==> src/rtl/bus_cmd_pkg.sv <==
// Shared opcodes, status codes and FSM state encoding for the byte-framed bus command master.
package bus_cmd_pkg;

  localparam logic [7:0] OP_READ  = 8'h01;
  localparam logic [7:0] OP_WRITE = 8'h02;

  localparam logic [7:0] ST_OK      = 8'h00;
  localparam logic [7:0] ST_BUS_ERR = 8'h01;
  localparam logic [7:0] ST_TIMEOUT = 8'h02;
  localparam logic [7:0] ST_BAD_OP  = 8'hFF;

  typedef enum logic [2:0] {
    IDLE,
    ADDR,
    WDATA,
    BUS,
    RESP
  } state_e;

  function automatic logic is_legal_op(input logic [7:0] op);
    return (op == OP_READ) || (op == OP_WRITE);
  endfunction

endpackage

==> src/rtl/bus_protocol_if.sv <==
// Simple single-beat memory-mapped bus: manager drives the request, peripheral may stall it.
interface bus_protocol_if #(
  parameter int ADDR_WIDTH = 32,
  parameter int DATA_WIDTH = 32
);
  logic [ADDR_WIDTH-1:0]   addr;
  logic [DATA_WIDTH-1:0]   wdata;
  logic                    ren;
  logic                    wen;
  logic [DATA_WIDTH/8-1:0] strobe;
  logic [DATA_WIDTH-1:0]   rdata;
  logic                    error;
  logic                    request_stall;

  modport protocol (
    output addr, wdata, ren, wen, strobe,
    input  rdata, error, request_stall
  );

  modport peripheral (
    input  addr, wdata, ren, wen, strobe,
    output rdata, error, request_stall
  );
endinterface

==> src/rtl/bus_cmd_master_byte_serializer.sv <==
// Loads a status+data word and shifts it out MSB byte first under a valid/ready handshake.
module byte_serializer #(
  parameter int NBYTES = 5
) (
  input  logic                  clk,
  input  logic                  n_rst,
  input  logic                  load_i,
  input  logic [8*NBYTES-1:0]   word_i,
  input  logic [7:0]            len_i,
  input  logic                  tx_ready_i,
  output logic [7:0]            tx_data_o,
  output logic                  tx_valid_o,
  output logic                  done_o
);

  logic [8*NBYTES-1:0] shreg_q;
  logic [7:0]          left_q;
  logic                valid_q;
  logic                handshake;

  assign handshake  = valid_q && tx_ready_i;
  assign tx_data_o  = shreg_q[8*NBYTES-1 -: 8];
  assign tx_valid_o = valid_q;
  assign done_o     = handshake && (left_q == 8'd1);

  // The front byte only moves on a completed handshake, so tx_data holds under backpressure.
  always_ff @(posedge clk) begin
    if (!n_rst) begin
      shreg_q <= '0;
      left_q  <= '0;
      valid_q <= 1'b0;
    end else if (load_i) begin
      shreg_q <= word_i;
      left_q  <= len_i;
      valid_q <= (len_i != 8'd0);
    end else if (handshake) begin
      shreg_q <= shreg_q << 8;
      left_q  <= left_q - 8'd1;
      if (left_q == 8'd1) valid_q <= 1'b0;
    end
  end

endmodule

==> src/rtl/bus_cmd_master.sv <==
// Byte-stream command decoder that issues single bus reads/writes and streams back a status response.
module bus_cmd_master
  import bus_cmd_pkg::*;
#(
  parameter int ADDR_WIDTH     = 32,
  parameter int DATA_WIDTH     = 32,
  parameter int TIMEOUT_CYCLES = 256
) (
  input  logic       clk,
  input  logic       n_rst,
  input  logic [7:0] rx_data,
  input  logic       rx_valid,
  output logic       rx_ready,
  output logic [7:0] tx_data,
  output logic       tx_valid,
  input  logic       tx_ready,
  bus_protocol_if.protocol bus_if
);

  localparam int AB = ADDR_WIDTH / 8;
  localparam int DB = DATA_WIDTH / 8;
  localparam int RW = 8 * (DB + 1);
  localparam int TW = $clog2(TIMEOUT_CYCLES + 1);

  state_e                  state_q;
  logic [7:0]              byte_cnt_q;
  logic                    is_write_q;
  logic [ADDR_WIDTH-1:0]   addr_q, addr_d;
  logic [DATA_WIDTH-1:0]   wdata_q, wdata_d;
  logic                    ren_q, wen_q;
  logic [DB-1:0]           strobe_q;
  logic [TW-1:0]           tmo_q;
  logic                    rx_ready_q;
  logic                    ser_load_q;
  logic [RW-1:0]           ser_word_q, resp_word_d;
  logic [7:0]              ser_len_q, resp_len_d;
  logic                    ser_done;
  logic                    rx_fire, last_addr, last_data, tmo_expired;

  assign rx_fire     = rx_valid && rx_ready_q;
  assign addr_d      = (addr_q << 8) | ADDR_WIDTH'(rx_data);
  assign wdata_d     = (wdata_q << 8) | DATA_WIDTH'(rx_data);
  assign last_addr   = (byte_cnt_q == 8'(AB - 1));
  assign last_data   = (byte_cnt_q == 8'(DB - 1));
  assign tmo_expired = (tmo_q == TW'(TIMEOUT_CYCLES - 1));

  assign rx_ready       = rx_ready_q;
  assign bus_if.addr    = addr_q;
  assign bus_if.wdata   = wdata_q;
  assign bus_if.ren     = ren_q;
  assign bus_if.wen     = wen_q;
  assign bus_if.strobe  = strobe_q;

  // Response chosen on the completing bus cycle; only a clean read carries data bytes.
  always_comb begin
    resp_word_d = {ST_OK, bus_if.rdata};
    resp_len_d  = 8'(DB + 1);
    if (bus_if.error) begin
      resp_word_d = {ST_BUS_ERR, {DATA_WIDTH{1'b0}}};
      resp_len_d  = 8'd1;
    end else if (is_write_q) begin
      resp_word_d = {ST_OK, {DATA_WIDTH{1'b0}}};
      resp_len_d  = 8'd1;
    end
  end

  always_ff @(posedge clk) begin
    if (!n_rst) begin
      state_q    <= IDLE;
      byte_cnt_q <= '0;
      is_write_q <= 1'b0;
      addr_q     <= '0;
      wdata_q    <= '0;
      ren_q      <= 1'b0;
      wen_q      <= 1'b0;
      strobe_q   <= '0;
      tmo_q      <= '0;
      rx_ready_q <= 1'b0;
      ser_load_q <= 1'b0;
      ser_word_q <= '0;
      ser_len_q  <= '0;
    end else begin
      ser_load_q <= 1'b0;
      case (state_q)
        IDLE: begin
          rx_ready_q <= 1'b1;
          if (rx_fire) begin
            byte_cnt_q <= '0;
            is_write_q <= (rx_data == OP_WRITE);
            if (is_legal_op(rx_data)) begin
              state_q <= ADDR;
            end else begin
              state_q    <= RESP;
              rx_ready_q <= 1'b0;
              ser_load_q <= 1'b1;
              ser_word_q <= {ST_BAD_OP, {DATA_WIDTH{1'b0}}};
              ser_len_q  <= 8'd1;
            end
          end
        end
        ADDR: begin
          if (rx_fire) begin
            addr_q     <= addr_d;
            byte_cnt_q <= byte_cnt_q + 8'd1;
            if (last_addr) begin
              byte_cnt_q <= '0;
              if (is_write_q) begin
                state_q <= WDATA;
              end else begin
                state_q    <= BUS;
                rx_ready_q <= 1'b0;
                ren_q      <= 1'b1;
                strobe_q   <= '1;
                tmo_q      <= '0;
              end
            end
          end
        end
        WDATA: begin
          if (rx_fire) begin
            wdata_q    <= wdata_d;
            byte_cnt_q <= byte_cnt_q + 8'd1;
            if (last_data) begin
              byte_cnt_q <= '0;
              state_q    <= BUS;
              rx_ready_q <= 1'b0;
              wen_q      <= 1'b1;
              strobe_q   <= '1;
              tmo_q      <= '0;
            end
          end
        end
        BUS: begin
          if (!bus_if.request_stall) begin
            ren_q      <= 1'b0;
            wen_q      <= 1'b0;
            strobe_q   <= '0;
            state_q    <= RESP;
            ser_load_q <= 1'b1;
            ser_word_q <= resp_word_d;
            ser_len_q  <= resp_len_d;
          end else if (tmo_expired) begin
            ren_q      <= 1'b0;
            wen_q      <= 1'b0;
            strobe_q   <= '0;
            state_q    <= RESP;
            ser_load_q <= 1'b1;
            ser_word_q <= {ST_TIMEOUT, {DATA_WIDTH{1'b0}}};
            ser_len_q  <= 8'd1;
          end else begin
            tmo_q <= tmo_q + TW'(1);
          end
        end
        RESP: begin
          if (ser_done) begin
            state_q    <= IDLE;
            rx_ready_q <= 1'b1;
          end
        end
        default: state_q <= IDLE;
      endcase
    end
  end

  byte_serializer #(.NBYTES(DB + 1)) u_ser (
    .clk        (clk),
    .n_rst      (n_rst),
    .load_i     (ser_load_q),
    .word_i     (ser_word_q),
    .len_i      (ser_len_q),
    .tx_ready_i (tx_ready),
    .tx_data_o  (tx_data),
    .tx_valid_o (tx_valid),
    .done_o     (ser_done)
  );

endmodule

==> src/flat_wrapper.sv <==
// flat-port wrapper written by rule: the top's interface ports become plain ports
module bus_cmd_master_flat import bus_cmd_pkg::*;
#(
  parameter int ADDR_WIDTH     = 32,
  parameter int DATA_WIDTH     = 32,
  parameter int TIMEOUT_CYCLES = 256
)
  (clk, n_rst, rx_data, rx_valid, rx_ready, tx_data, tx_valid, tx_ready, bus_if_addr, bus_if_wdata, bus_if_ren, bus_if_wen, bus_if_strobe, bus_if_rdata, bus_if_error, bus_if_request_stall);
  bus_protocol_if #(.ADDR_WIDTH(ADDR_WIDTH), .DATA_WIDTH(DATA_WIDTH)) bus_if_i ();
  input  logic clk;
  input  logic n_rst;
  input  logic [7:0] rx_data;
  input  logic rx_valid;
  output logic rx_ready;
  output logic [7:0] tx_data;
  output logic tx_valid;
  input  logic tx_ready;
  output wire logic [$bits(bus_if_i.addr)-1:0] bus_if_addr;
  output wire logic [$bits(bus_if_i.wdata)-1:0] bus_if_wdata;
  output wire logic [$bits(bus_if_i.ren)-1:0] bus_if_ren;
  output wire logic [$bits(bus_if_i.wen)-1:0] bus_if_wen;
  output wire logic [$bits(bus_if_i.strobe)-1:0] bus_if_strobe;
  input wire logic [$bits(bus_if_i.rdata)-1:0] bus_if_rdata;
  input wire logic [$bits(bus_if_i.error)-1:0] bus_if_error;
  input wire logic [$bits(bus_if_i.request_stall)-1:0] bus_if_request_stall;
  assign bus_if_addr = bus_if_i.addr;
  assign bus_if_wdata = bus_if_i.wdata;
  assign bus_if_ren = bus_if_i.ren;
  assign bus_if_wen = bus_if_i.wen;
  assign bus_if_strobe = bus_if_i.strobe;
  assign bus_if_i.rdata = bus_if_rdata;
  assign bus_if_i.error = bus_if_error;
  assign bus_if_i.request_stall = bus_if_request_stall;
  bus_cmd_master #(.ADDR_WIDTH(ADDR_WIDTH), .DATA_WIDTH(DATA_WIDTH), .TIMEOUT_CYCLES(TIMEOUT_CYCLES)) u_core (.clk(clk), .n_rst(n_rst), .rx_data(rx_data), .rx_valid(rx_valid), .rx_ready(rx_ready), .tx_data(tx_data), .tx_valid(tx_valid), .tx_ready(tx_ready), .bus_if(bus_if_i));
endmodule
==> config.mk <==
export PLATFORM = sky130hd
export DESIGN_NAME = bus_cmd_master_flat
export DESIGN_NICKNAME = d
export VERILOG_FILES = /design/src/rtl/bus_cmd_pkg.sv /design/src/rtl/bus_protocol_if.sv /design/src/rtl/bus_cmd_master_byte_serializer.sv /design/src/rtl/bus_cmd_master.sv /design/src/flat_wrapper.sv
export SDC_FILE = /design/constraint.sdc
export NUM_CORES = 1
export LEC_CHECK = 0
export ABC_AREA = 1
export BUFFER_PORTS_ARGS = -buffer_cell sky130_fd_sc_hd__buf_2
export CAP_MARGIN = 30
export CORE_MARGIN = 2
export CORE_UTILIZATION = 39
export DETAILED_ROUTE_END_ITERATION = 16
export GPL_ROUTABILITY_DRIVEN = 0
export PLACE_DENSITY = 0.56
export SKIP_LAST_GASP = 1
export SYNTH_ARGS = -nofsm -noshare
export SYNTH_HDL_FRONTEND = slang
export SYNTH_SLANG_ARGS = --single-unit
==> constraint.sdc <==
create_clock -name clk -period 3.13 [get_ports clk]
set_clock_uncertainty 0.2 [all_clocks]
set_input_delay 0 -clock clk [delete_from_list [all_inputs] [get_ports clk]]
set_output_delay 0 -clock clk [all_outputs]
set_load 0.01 [all_outputs]
==> results_dict.tcl, run 1 <==
set metrics [dict create \
    status "completed" \
    ys_seq_area_frac 0.494 \
    post_cts_buffers 0 \
    rsz0062_at_grt "false" \
    areaGrowthSynthToFinish_pct 23.6 \
    routedWlPerCell_um 13.5 \
    avgSynthCellArea_um2 7.43 \
    yosysTopAreaCellShare 0.494 \
    grt_use_met1 0.248 \
    drive_gt1_frac 0.175 \
    grt_pass1_vias 6188 \
    cts_tree "done" \
    worstPathRequired_ps 3250 \
    use_met2 0.296 \
    via_count 6514 \
    ys_ff_latch 176 \
    cpPeakStageDelay_ps 370 \
    tns_ps 0 \
    synthArstFlopShare 0 \
    dieWidth_um 139 \
    syn_inst 961 \
    hp-class "input pin to flip-flop" \
    crit_path_max_fanout 36 \
    path_delay_family "simple AND/OR/NAND/NOR gates" \
    busiest_layer "met2" \
    initial_core_util 0.397 \
    cts_max_path_buffers 2 \
    num_rows 49 \
    yosysMostFrequentCell "nand2_1" \
    die_h_um 139 \
    placed_cell_area_um2 7800 \
    clock-sinks 176 \
    yosysUniqueCellTypes 38 \
    h-tree-depth 4 \
    worst_setup_path_end_kind "flip-flop" \
    startpoint_type "flip-flop" \
    fin_crit_ps 2400 \
    post-route-drc-count 0 \
    setup_ws_ps 729 \
    critPathArrivalTime_ps 2520 \
    ys_dominant_reg_cell "dfxtp_1" \
    gr-total-overflow 0 \
    power_density_nw_per_um2 618 \
    drt_wl_total_um 18000 \
    design_area_um2 8820 \
    yosys.area.top_type "dfxtp_1" \
    hold_ws_ps 27.8 \
    insertedDiodeCount 0 \
    slew_headroom 0.372 \
    power.leakage_nw 3.71 \
    die_area_um2 19400 \
    fin_util 0.491 \
    clk_pin_slew_ps 60 \
    syn_area_um2 7140 \
    clk_latency_ps 430 \
    fillers 1849 \
    cts_buffers 17 \
    timing.fmax_mhz 417 \
    io-pin-count 126 \
    crit_slowest_cell "dfxtp_1" \
    root_buffer "clkbuf_16" \
    dp.final_hpwl_um 11400 \
    synth.area.top_cells "dfxtp_1 (49%), nand2_1 (12%), a21oi_1 (8.1%)" \
    timing.final.hold_violations 0 \
    drv_cap 0 \
    antenna_left 0 \
    cp_cell_sequence "ha_1 -> nand2_1 -> inv_1 -> nand2_1 -> nor3_1 -> nand2_1 -> nor2_1 -> ha_1 -> nor2_1 -> nor2_2 -> inv_1 -> nand2_4 -> inv_6 -> nand2_1 -> nand2_1 -> nand2_1 -> inv_1" \
    place_ws_ps 748 \
    routed_via_density 4.87 \
    slew_viol_final 0 \
    grt_usage 0.186 \
    synthTopCellsByCount "nand2_1 (223), dfxtp_1 (176), nor2_1 (119)" \
    synth_nets 1012 \
    setup_viol 0 \
    yosysWarnings 0 \
    max-vdd-ir-drop_v 0.000415 \
    drt_iter0_drc 309 \
    core_um2 18000 \
    nets 1147 \
    synth-edff-count 0 \
    post_cts_resized 0 \
    grt_start_max_net_pins 65 \
    port_buffers 125 \
    antenna_found_initial 0 \
    crit_top_cell "nand2_1" \
    period_share 0.767 \
    worst_pin_slew_ps 941 \
    crit_buf_inv 4 \
    first_pass_iters 4 \
    worstSetupPathType "flip-flop to flip-flop" \
    grtUsageMet3 0.0499 \
    grt_pass1_wl_um 30200 \
]
==> cells by family (layout without fill, tap and decap cells) <==
family                     count (synthesis)  after routing  synth area share
AOI/OAI and AO/OA                        209            209             0.155
xor gates and xnor gates                   4              4           0.00491
adders and majority gates                  5              5           0.00876
buffers and inverters                    129            276            0.0808
DFF                                      176            176             0.494
and+or+nand+nor                          438            438             0.256
==> registers in the layout, summed over array words and instances (netlist names), 2 cells and up <==
| name | flops |
|---|---|
| u_core.bus_if.addr | 32 |
| u_core.bus_if.wdata | 32 |
| u_core.byte_cnt_q | 8 |
| u_core.ser_len_q | 2 |
| u_core.ser_word_q | 35 |
| u_core.state_q | 3 |
| u_core.tmo_q | 9 |
| u_core.u_ser.left_q | 8 |
| u_core.u_ser.shreg_q | 40 |
==> worst min-delay path, delay by kind of cell <==
| kind | cells | cell delay (ps) |
|---|---|---|
| buffers and inverters | 3 | 460 |
| and+or+nand+nor | 1 | 140 |
==> worst paths after layout <==
kind                   startpoint  cells after the start                      end  slack [ps]
min reg2reg  u_core.ser_word_q[2]                      2  u_core.u_ser.shreg_q[2]         260
max reg2reg       u_core.tmo_q[0]                     17    u_core.ser_word_q[38]         730
min                         n_rst                      4        u_core.state_q[2]          30
max               u_core.tmo_q[0]                     17    u_core.ser_word_q[38]         730
==> cells in the final DEF (no fill, tap or decap), types with 4 or more instances in the layout <==
| cell | instances |
|---|---|
| dfxtp_1 | 176 |
| ha_1 | 5 |
| nand2_1 | 223 |
| inv_1 | 52 |
| o21ai_1 | 5 |
| buf_4 | 7 |
| nor3_1 | 4 |
| xor2_1 | 4 |
| a21oi_1 | 116 |
| a31oi_1 | 18 |
| nand3_1 | 62 |
| o221ai_1 | 8 |
| buf_2 | 125 |
| dlygate4sd3_1 | 45 |
| nor2_2 | 7 |
| inv_2 | 11 |
| clkbuf_16 | 17 |
| inv_6 | 6 |
| nand4_1 | 7 |
| o21ai_0 | 57 |
| nor2_1 | 119 |
==> timing repair <==
action	4_1_cts	5_1_grt
hold endpoints to repair	56	0
endpoints found under the setup margin	0	0
hold buffers	45	0
==> final cells by class <==
| cell class | instances | area [um2] | area share |
|---|---|---|---|
| flip-flops and latches | 176 | 3520 | 0.399 |
| multi-input cells | 656 | 3040 | 0.344 |
| repair buffers | 178 | 1150 | 0.130 |
| clock buffers | 19 | 443 | 0.0502 |
| well taps | 229 | 287 | 0.0325 |
| inverters | 67 | 258 | 0.0292 |
| clock inverters | 12 | 123 | 0.0139 |
==> power breakdown <==
group	internal, mW	leakage (nW)	switching, mW
combinational	0.305	2.01	0.652
sequential	2.35	1.42	0.0757
clock	1.14	0.279	0.933
==> per-stage QoR <==
stage | instances | power (mW)
2_1_floorplan | 961 | 3.18
3_5_place_dp | 1261 | 3.40
5_1_grt | 1337 | 5.73
4_1_cts | 1337 | 5.51
6_report | 1337 | 5.45
3_3_place_gp | 1261 | 3.40
==> routing by layer <==
metal,share of wire,routed length [um]
met3,0.053,956
met4,0.012,223
met5,0,0
met1,0.49,8760
met2,0.45,8040
(Power assumes the default switching activity.)
==> inputs of run 2 (changes only) <==
ABC_AREA = 0   (was 1)
clock period = 2.3 ns   (was 3.13 ns; I/O delays follow)
==> run 2 against run 1 <==
The run now ends with negative setup slack left. Sequential share of layout area is 1.3 points lower. Highest routed layer unchanged. Utilization is 2.0 points higher. Count of clock-buffer cells in the layout stayed put. Die area is 1.5% lower. Area after synthesis is 1.6% lower.
==> results_dict.tcl, run 2 <==
set metrics [dict create \
    worstSetupPathType "flip-flop to flip-flop" \
    synthArstFlopShare 0 \
    startpoint_type "flip-flop" \
    cts_max_path_buffers 2 \
    grt_usage 0.186 \
    finalPower_mw 6.20 \
    port_buffers 125 \
    gr-total-overflow 0 \
    rrSetupSlack_ps -40 \
    dieWidth_um 138 \
    nets 1037 \
    holdPathStages 3 \
    worst_setup_path_end_kind "flip-flop" \
    fin_util 0.511 \
    crit_buf_inv 1 \
    die_area_um2 19100 \
    cp.depth 10 \
    dp.final_hpwl_um 11500 \
    placed_cell_area_um2 7990 \
    cts_tree "done" \
    die_h_um 138 \
    setup_viol 9 \
    timing.final.hold_violations 0 \
    synth-edff-count 0 \
    synthTopCellsByCount "nand2_1 (189), dfxtp_1 (176), a21oi_1 (100)" \
    reg2reg_depth 10 \
    clk_pin_slew_ps 70 \
    num_rows 49 \
    largestRegisters "u_core.u_ser.shreg_q: 40 flops, u_core.ser_word_q: 35 flops" \
    most-common-layout-cells "nand2_1 (189), dfxtp_1 (174), buf_2 (125), a21oi_1 (99), dlygate4sd3_1 (48)" \
    drive_gt1_frac 0.231 \
    synth_nets 875 \
    crit_top_cell "and3_4" \
    via_count 6287 \
    syn_area_um2 7020 \
    drv_cap 0 \
    drt_iter0_drc 352 \
    cts_buffers 17 \
    stdcell_count 1227 \
    worstPathRequired_ps 2390 \
    ys_dominant_reg_cell "dfxtp_1" \
    root_buffer "clkbuf_16" \
    yosysTopAreaCellShare 0.502 \
    status "finished, violations left" \
    r2r_start "u_core.tmo_q[1]" \
    drt_wl_total_um 18200 \
    clock-sinks 176 \
    path_delay_family "simple AND/OR/NAND/NOR gates" \
    dp_cells 1143 \
    antenna_found_initial 0 \
    yosysMostFrequentCell "nand2_1" \
    design_area_um2 9110 \
    ys_seq_area_frac 0.502 \
    grt_pass1_wl_um 29500 \
    max-vdd-ir-drop_v 0.000540 \
    io-pin-count 126 \
    syn_inst 824 \
    h-tree-depth 4 \
    fillers 1727 \
    first_pass_iters 5 \
    rsz0062_at_grt "true" \
    critPathArrivalTime_ps 2430 \
    slew_headroom 0.541 \
    crit_path_max_fanout 5 \
    largest-register "u_core.u_ser.shreg_q" \
    cpPeakStageDelay_ps 330 \
    antenna_left 0 \
    routedWlPerCell_um 14.8 \
    setup_ws_ps -42.6 \
    grt_start_max_net_pins 64 \
    areaGrowthSynthToFinish_pct 29.7 \
    reg2reg_to "u_core.tmo_q[5]" \
    ys_ff_latch 176 \
    violations "negative setup slack" \
    yosysUniqueCellTypes 57 \
    period_share 1.02 \
    yosys.area.top_type "dfxtp_1" \
    crit_slowest_cell "dfxtp_2" \
    final_common_cell "nand2_1" \
    routed_via_density 5.12 \
    yosysWarnings 0 \
    worst_pin_slew_ps 682 \
    clk_latency_ps 430 \
    hold_ws_ps 109 \
    hp-class "input pin to flip-flop" \
    insertedDiodeCount 0 \
    fin_crit_ps 2340 \
    power_density_nw_per_um2 681 \
    cp-startpoint "u_core.tmo_q[1]" \
    power.leakage_nw 3.61 \
    post-route-drc-count 0 \
    synth.area.top_cells "dfxtp_1 (50%), nand2_1 (10%), a21oi_1 (7.1%)" \
    timing.fmax_mhz 427 \
    slew_viol_final 0 \
    initial_core_util 0.394 \
    avgSynthCellArea_um2 8.52 \
    crit_end "u_core.tmo_q[5]" \
    grt_pass1_vias 5784 \
    largest_register_ffs 40 \
    core_um2 17800 \
    cp_cell_sequence "ha_4 -> and3_4 -> and3_4 -> and3_4 -> ha_4 -> nand2b_4 -> and3_4 -> a2111oi_4 -> buf_6 -> a311oi_2" \
]
## run 2: cell count changes after synthesis, sizes merged, moves of 16 or more
cell    delta
nor2      -80
inv       -55
o21ai     -51
nand2     -38
a22o      +32
a311oi    +30
nand3     -22
a21oi     -16
a31oi     -16
## run 2: how the worst min path moves through the flow
| stage | slack, ps | startpoint | endpoint |
|---|---|---|---|
| finish | 110 | bus_if_rdata[1] | u_core.ser_word_q[1] |
| global route | 120 | bus_if_rdata[1] | u_core.ser_word_q[1] |
| CTS | -90 | bus_if_request_stall | u_core.ser_word_q[38] |
| detailed placement | 20 | bus_if_rdata[3] | u_core.ser_word_q[3] |
| global placement | 10 | bus_if_rdata[9] | u_core.ser_word_q[9] |
| floorplan | -70 | bus_if_rdata[0] | u_core.ser_word_q[0] |
## run 2: kinds of logic after synthesis
group | after synthesis | share of synthesized area
and+or+nand+nor | 335 | 0.213
AOI/OAI and AO/OA | 211 | 0.205
xor gates and xnor gates | 8 | 0.00998
adders and majority gates | 5 | 0.00891
buffers and inverters | 83 | 0.0536
muxes | 6 | 0.00855
DFF | 176 | 0.502
## run 2: worst min-delay path, cell delays in order
cell	delay, ps
dlygate4sd3_1	510
buf_2	90
a22o_1	110
## run 2: stage by stage
stage	setup WS (ps)	setup TNS, ps
2_1_floorplan	-16.4	-60.2
3_3_place_gp	-24.9	-57.1
3_5_place_dp	-45.4	-155
4_1_cts	-33.6	-169
5_1_grt	-122	-1880
6_report	-42.6	-234
## run 2: power by group
| part | switching, mW | internal (mW) | leakage, nW | total [mW] |
|---|---|---|---|---|
| Combinational | 0.257 | 0.202 | 1.94 | 0.460 |
| Clock | 1.22 | 1.38 | 0.246 | 2.60 |
| Sequential | 0.0364 | 3.10 | 1.42 | 3.14 |
| Total | 1.51 | 4.69 | 3.61 | 6.20 |
## run 2: layout make-up
type                       instances  area [um2]  share of cell area
multi-input combinational        565        3240               0.355
clock inverter                    12        88.8             0.00975
tap                              229         287              0.0314
timing repair buffer             216        1500               0.165
inverter                          10        38.8             0.00426
clock buffer                      19         433              0.0475
sequential                       176        3530               0.387
## run 2: repair_timing
| item | in CTS | in global routing |
|---|---|---|
| pin swaps | 1 | 2 |
| hold endpoints to repair | 101 | 3 |
| hold buffers | 46 | 2 |
| setup buffers | 2 | 0 |
| cloned | 1 | 2 |
| gates resized for setup | 3 | 10 |
| endpoints found under the setup margin | 40 | 43 |
## run 2: routing by layer
| layer | track usage | vias up | wire [um] |
|---|---|---|---|
| li1 | - | 3216 | - |
| met1 | 0.258 | 2938 | 8940 |
| met2 | 0.291 | 109 | 8470 |
| met3 | 0.0353 | 24 | 493 |
| met4 | 0.0687 | 0 | 298 |
| met5 | 0 | - | 0 |
==> inputs of run 3 (changes only) <==
clock period = 3 ns   (was 2.3 ns; I/O delays follow)
==> run 3 against run 2 <==
The run now ends clean. Routed wire length decreased by 4.9%. Critical path depth is the same. Sequential cell count unchanged. Total power fell by 22%. Register-to-register slack better by 240 ps. Utilization down 1.9 points. Die area unchanged. Fmax fell by 16%. Sequential share of layout area rose by 1.4 points. Non-clock buffer count down 28. Critical endpoint is now u_core.tmo_q[3].
==> results_dict.tcl, run 3 (synthesis results as in run 2) <==
set metrics [dict create \
    status "completed" \
    slew_viol_final 0 \
    first_pass_iters 5 \
    timing.fmax_mhz 357 \
    final_common_cell "nand2_1" \
    fillers 1772 \
    gr-total-overflow 0 \
    cts_tree "done" \
    multi_input_area_um2 3130 \
    drt_iter0_drc 331 \
    holdPathStages 3 \
    use_met2 0.292 \
    reg2reg_depth 10 \
    p_sw_mw 1.18 \
    dp.final_hpwl_um 10900 \
    nets 1009 \
    p_int_mw 3.64 \
    die_area_um2 19100 \
    crit_top_cell "and3_1" \
    h-tree-depth 4 \
    crit_slowest_cell "dfxtp_1" \
    grtUsageMet3 0.0339 \
    grt_start_max_net_pins 121 \
    grt_use_met1 0.250 \
    fin_util 0.492 \
    antenna_left 0 \
    io-pin-count 126 \
    drive_gt1_frac 0.196 \
    design_area_um2 8780 \
    postCtsHoldBufs 46 \
    setup_viol 0 \
    clk_pin_slew_ps 70 \
    cp_cell_sequence "ha_1 -> and3_1 -> and3_1 -> and3_1 -> ha_1 -> nand2b_1 -> and3_1 -> a2111oi_4 -> buf_4 -> o221ai_1" \
    largest_register_ffs 40 \
    worstSetupPathType "flip-flop to flip-flop" \
    clk_latency_ps 430 \
    grt_pass1_vias 5806 \
    routed_via_density 5.15 \
    most-common-layout-cells "nand2_1 (189), dfxtp_1 (176), buf_2 (125), a21oi_1 (100)" \
    drt_wl_total_um 17300 \
    num_rows 49 \
    ff_latch_area_um2 3520 \
    hp-class "input pin to flip-flop" \
    worstPathRequired_ps 3100 \
    seqPwrFrac 0.501 \
    clockPowerShare 0.433 \
    post_cts_resized 0 \
    worst_pin_slew_ps 726 \
    cts_max_path_buffers 2 \
    worst_setup_path_end_kind "flip-flop" \
    largestRegisters "u_core.u_ser.shreg_q: 40 flops, u_core.ser_word_q: 35 flops" \
    core_um2 17800 \
    power_density_nw_per_um2 549 \
    pwr-share-comb 0.065 \
    placed_cell_area_um2 7760 \
    switching_share 0.245 \
    initial_core_util 0.394 \
    crit_path_max_fanout 9 \
    insertedDiodeCount 0 \
    cts_buffers 17 \
    grt_usage 0.182 \
    clock-sinks 176 \
    fin_crit_ps 2800 \
    rsz0062_at_grt "false" \
    path_delay_family "simple AND/OR/NAND/NOR gates" \
    slew_headroom 0.511 \
    via_count 6174 \
    cpPeakStageDelay_ps 330 \
    crit_buf_inv 1 \
    post-route-drc-count 0 \
    tns_ps 0 \
    areaGrowthSynthToFinish_pct 25.0 \
    critPathArrivalTime_ps 2900 \
    routedWlPerCell_um 14.4 \
    timing.final.hold_violations 0 \
    cp.depth 10 \
    antenna_found_initial 0 \
    hold_ws_ps 108 \
    root_buffer "clkbuf_16" \
    power.leakage_nw 3.46 \
    largest-register "u_core.u_ser.shreg_q" \
    grt_pass1_wl_um 29200 \
    busiest_layer "met2" \
    period_share 0.933 \
    drv_cap 0 \
    post_cts_buffers 0 \
    port_buffers 125 \
    max-vdd-ir-drop_v 0.000423 \
    die_h_um 138 \
    startpoint_type "flip-flop" \
    dieWidth_um 138 \
]
[run 3: cell types whose count changed in the layout (fill, tap and decap cells not counted), moves of 3 or more]
cell / previous run / this run
buf_4: 36 / 15
and3_1: 3 / 7
and3_4: 4 / 0
clkinv_2: 4 / 1
[run 3: path summary, 6_finish.rpt]
check | start | to | slack (ps)
max reg2reg | u_core.tmo_q[0] | u_core.tmo_q[3] | 200
min reg2reg | u_core.bus_if.wen | u_core.bus_if.wen | 240
min | bus_if_rdata[16] | u_core.ser_word_q[16] | 110
max | u_core.tmo_q[0] | u_core.tmo_q[3] | 200
[run 3: layer usage]
metal,vias up,share of wire
met1,2875,0.49
met4,0,0.015
met2,116,0.46
met5,-,0
li1,3160,-
met3,23,0.032
[run 3: per-stage QoR]
stage / cells / setup slack (ps) / total power, mW
after floorplan: 824 / 337 / 2.64
after global placement: 1122 / 259 / 2.74
after detailed placement: 1122 / 223 / 2.74
after CTS: 1200 / 213 / 4.87
after global routing: 1200 / 21.6 / 5.01
final: 1200 / 201 / 4.82
[run 3: layout make-up]
class	count	share of cell area
sequential	176	0.401
multi-input combinational	565	0.357
timing repair buffer	188	0.141
clock buffer	20	0.0520
tap	229	0.0326
clock inverter	12	0.0117
inverter	10	0.00442
[run 3: worst min-delay path, delay by kind of cell]
kind	cells	cell delay (ps)
compound gates	1	110
buf+inv	2	600
[run 3: power groups by stage]
| stage | Sequential (mW) | Combinational, mW | Clock [mW] |
|---|---|---|---|
| global placement | 2.47 | 0.268 | 0 |
| floorplan | 2.45 | 0.191 | 0 |
| detailed placement | 2.47 | 0.268 | 0 |
| CTS | 2.42 | 0.315 | 2.14 |
| finish | 2.42 | 0.315 | 2.09 |
| global route | 2.42 | 0.350 | 2.24 |
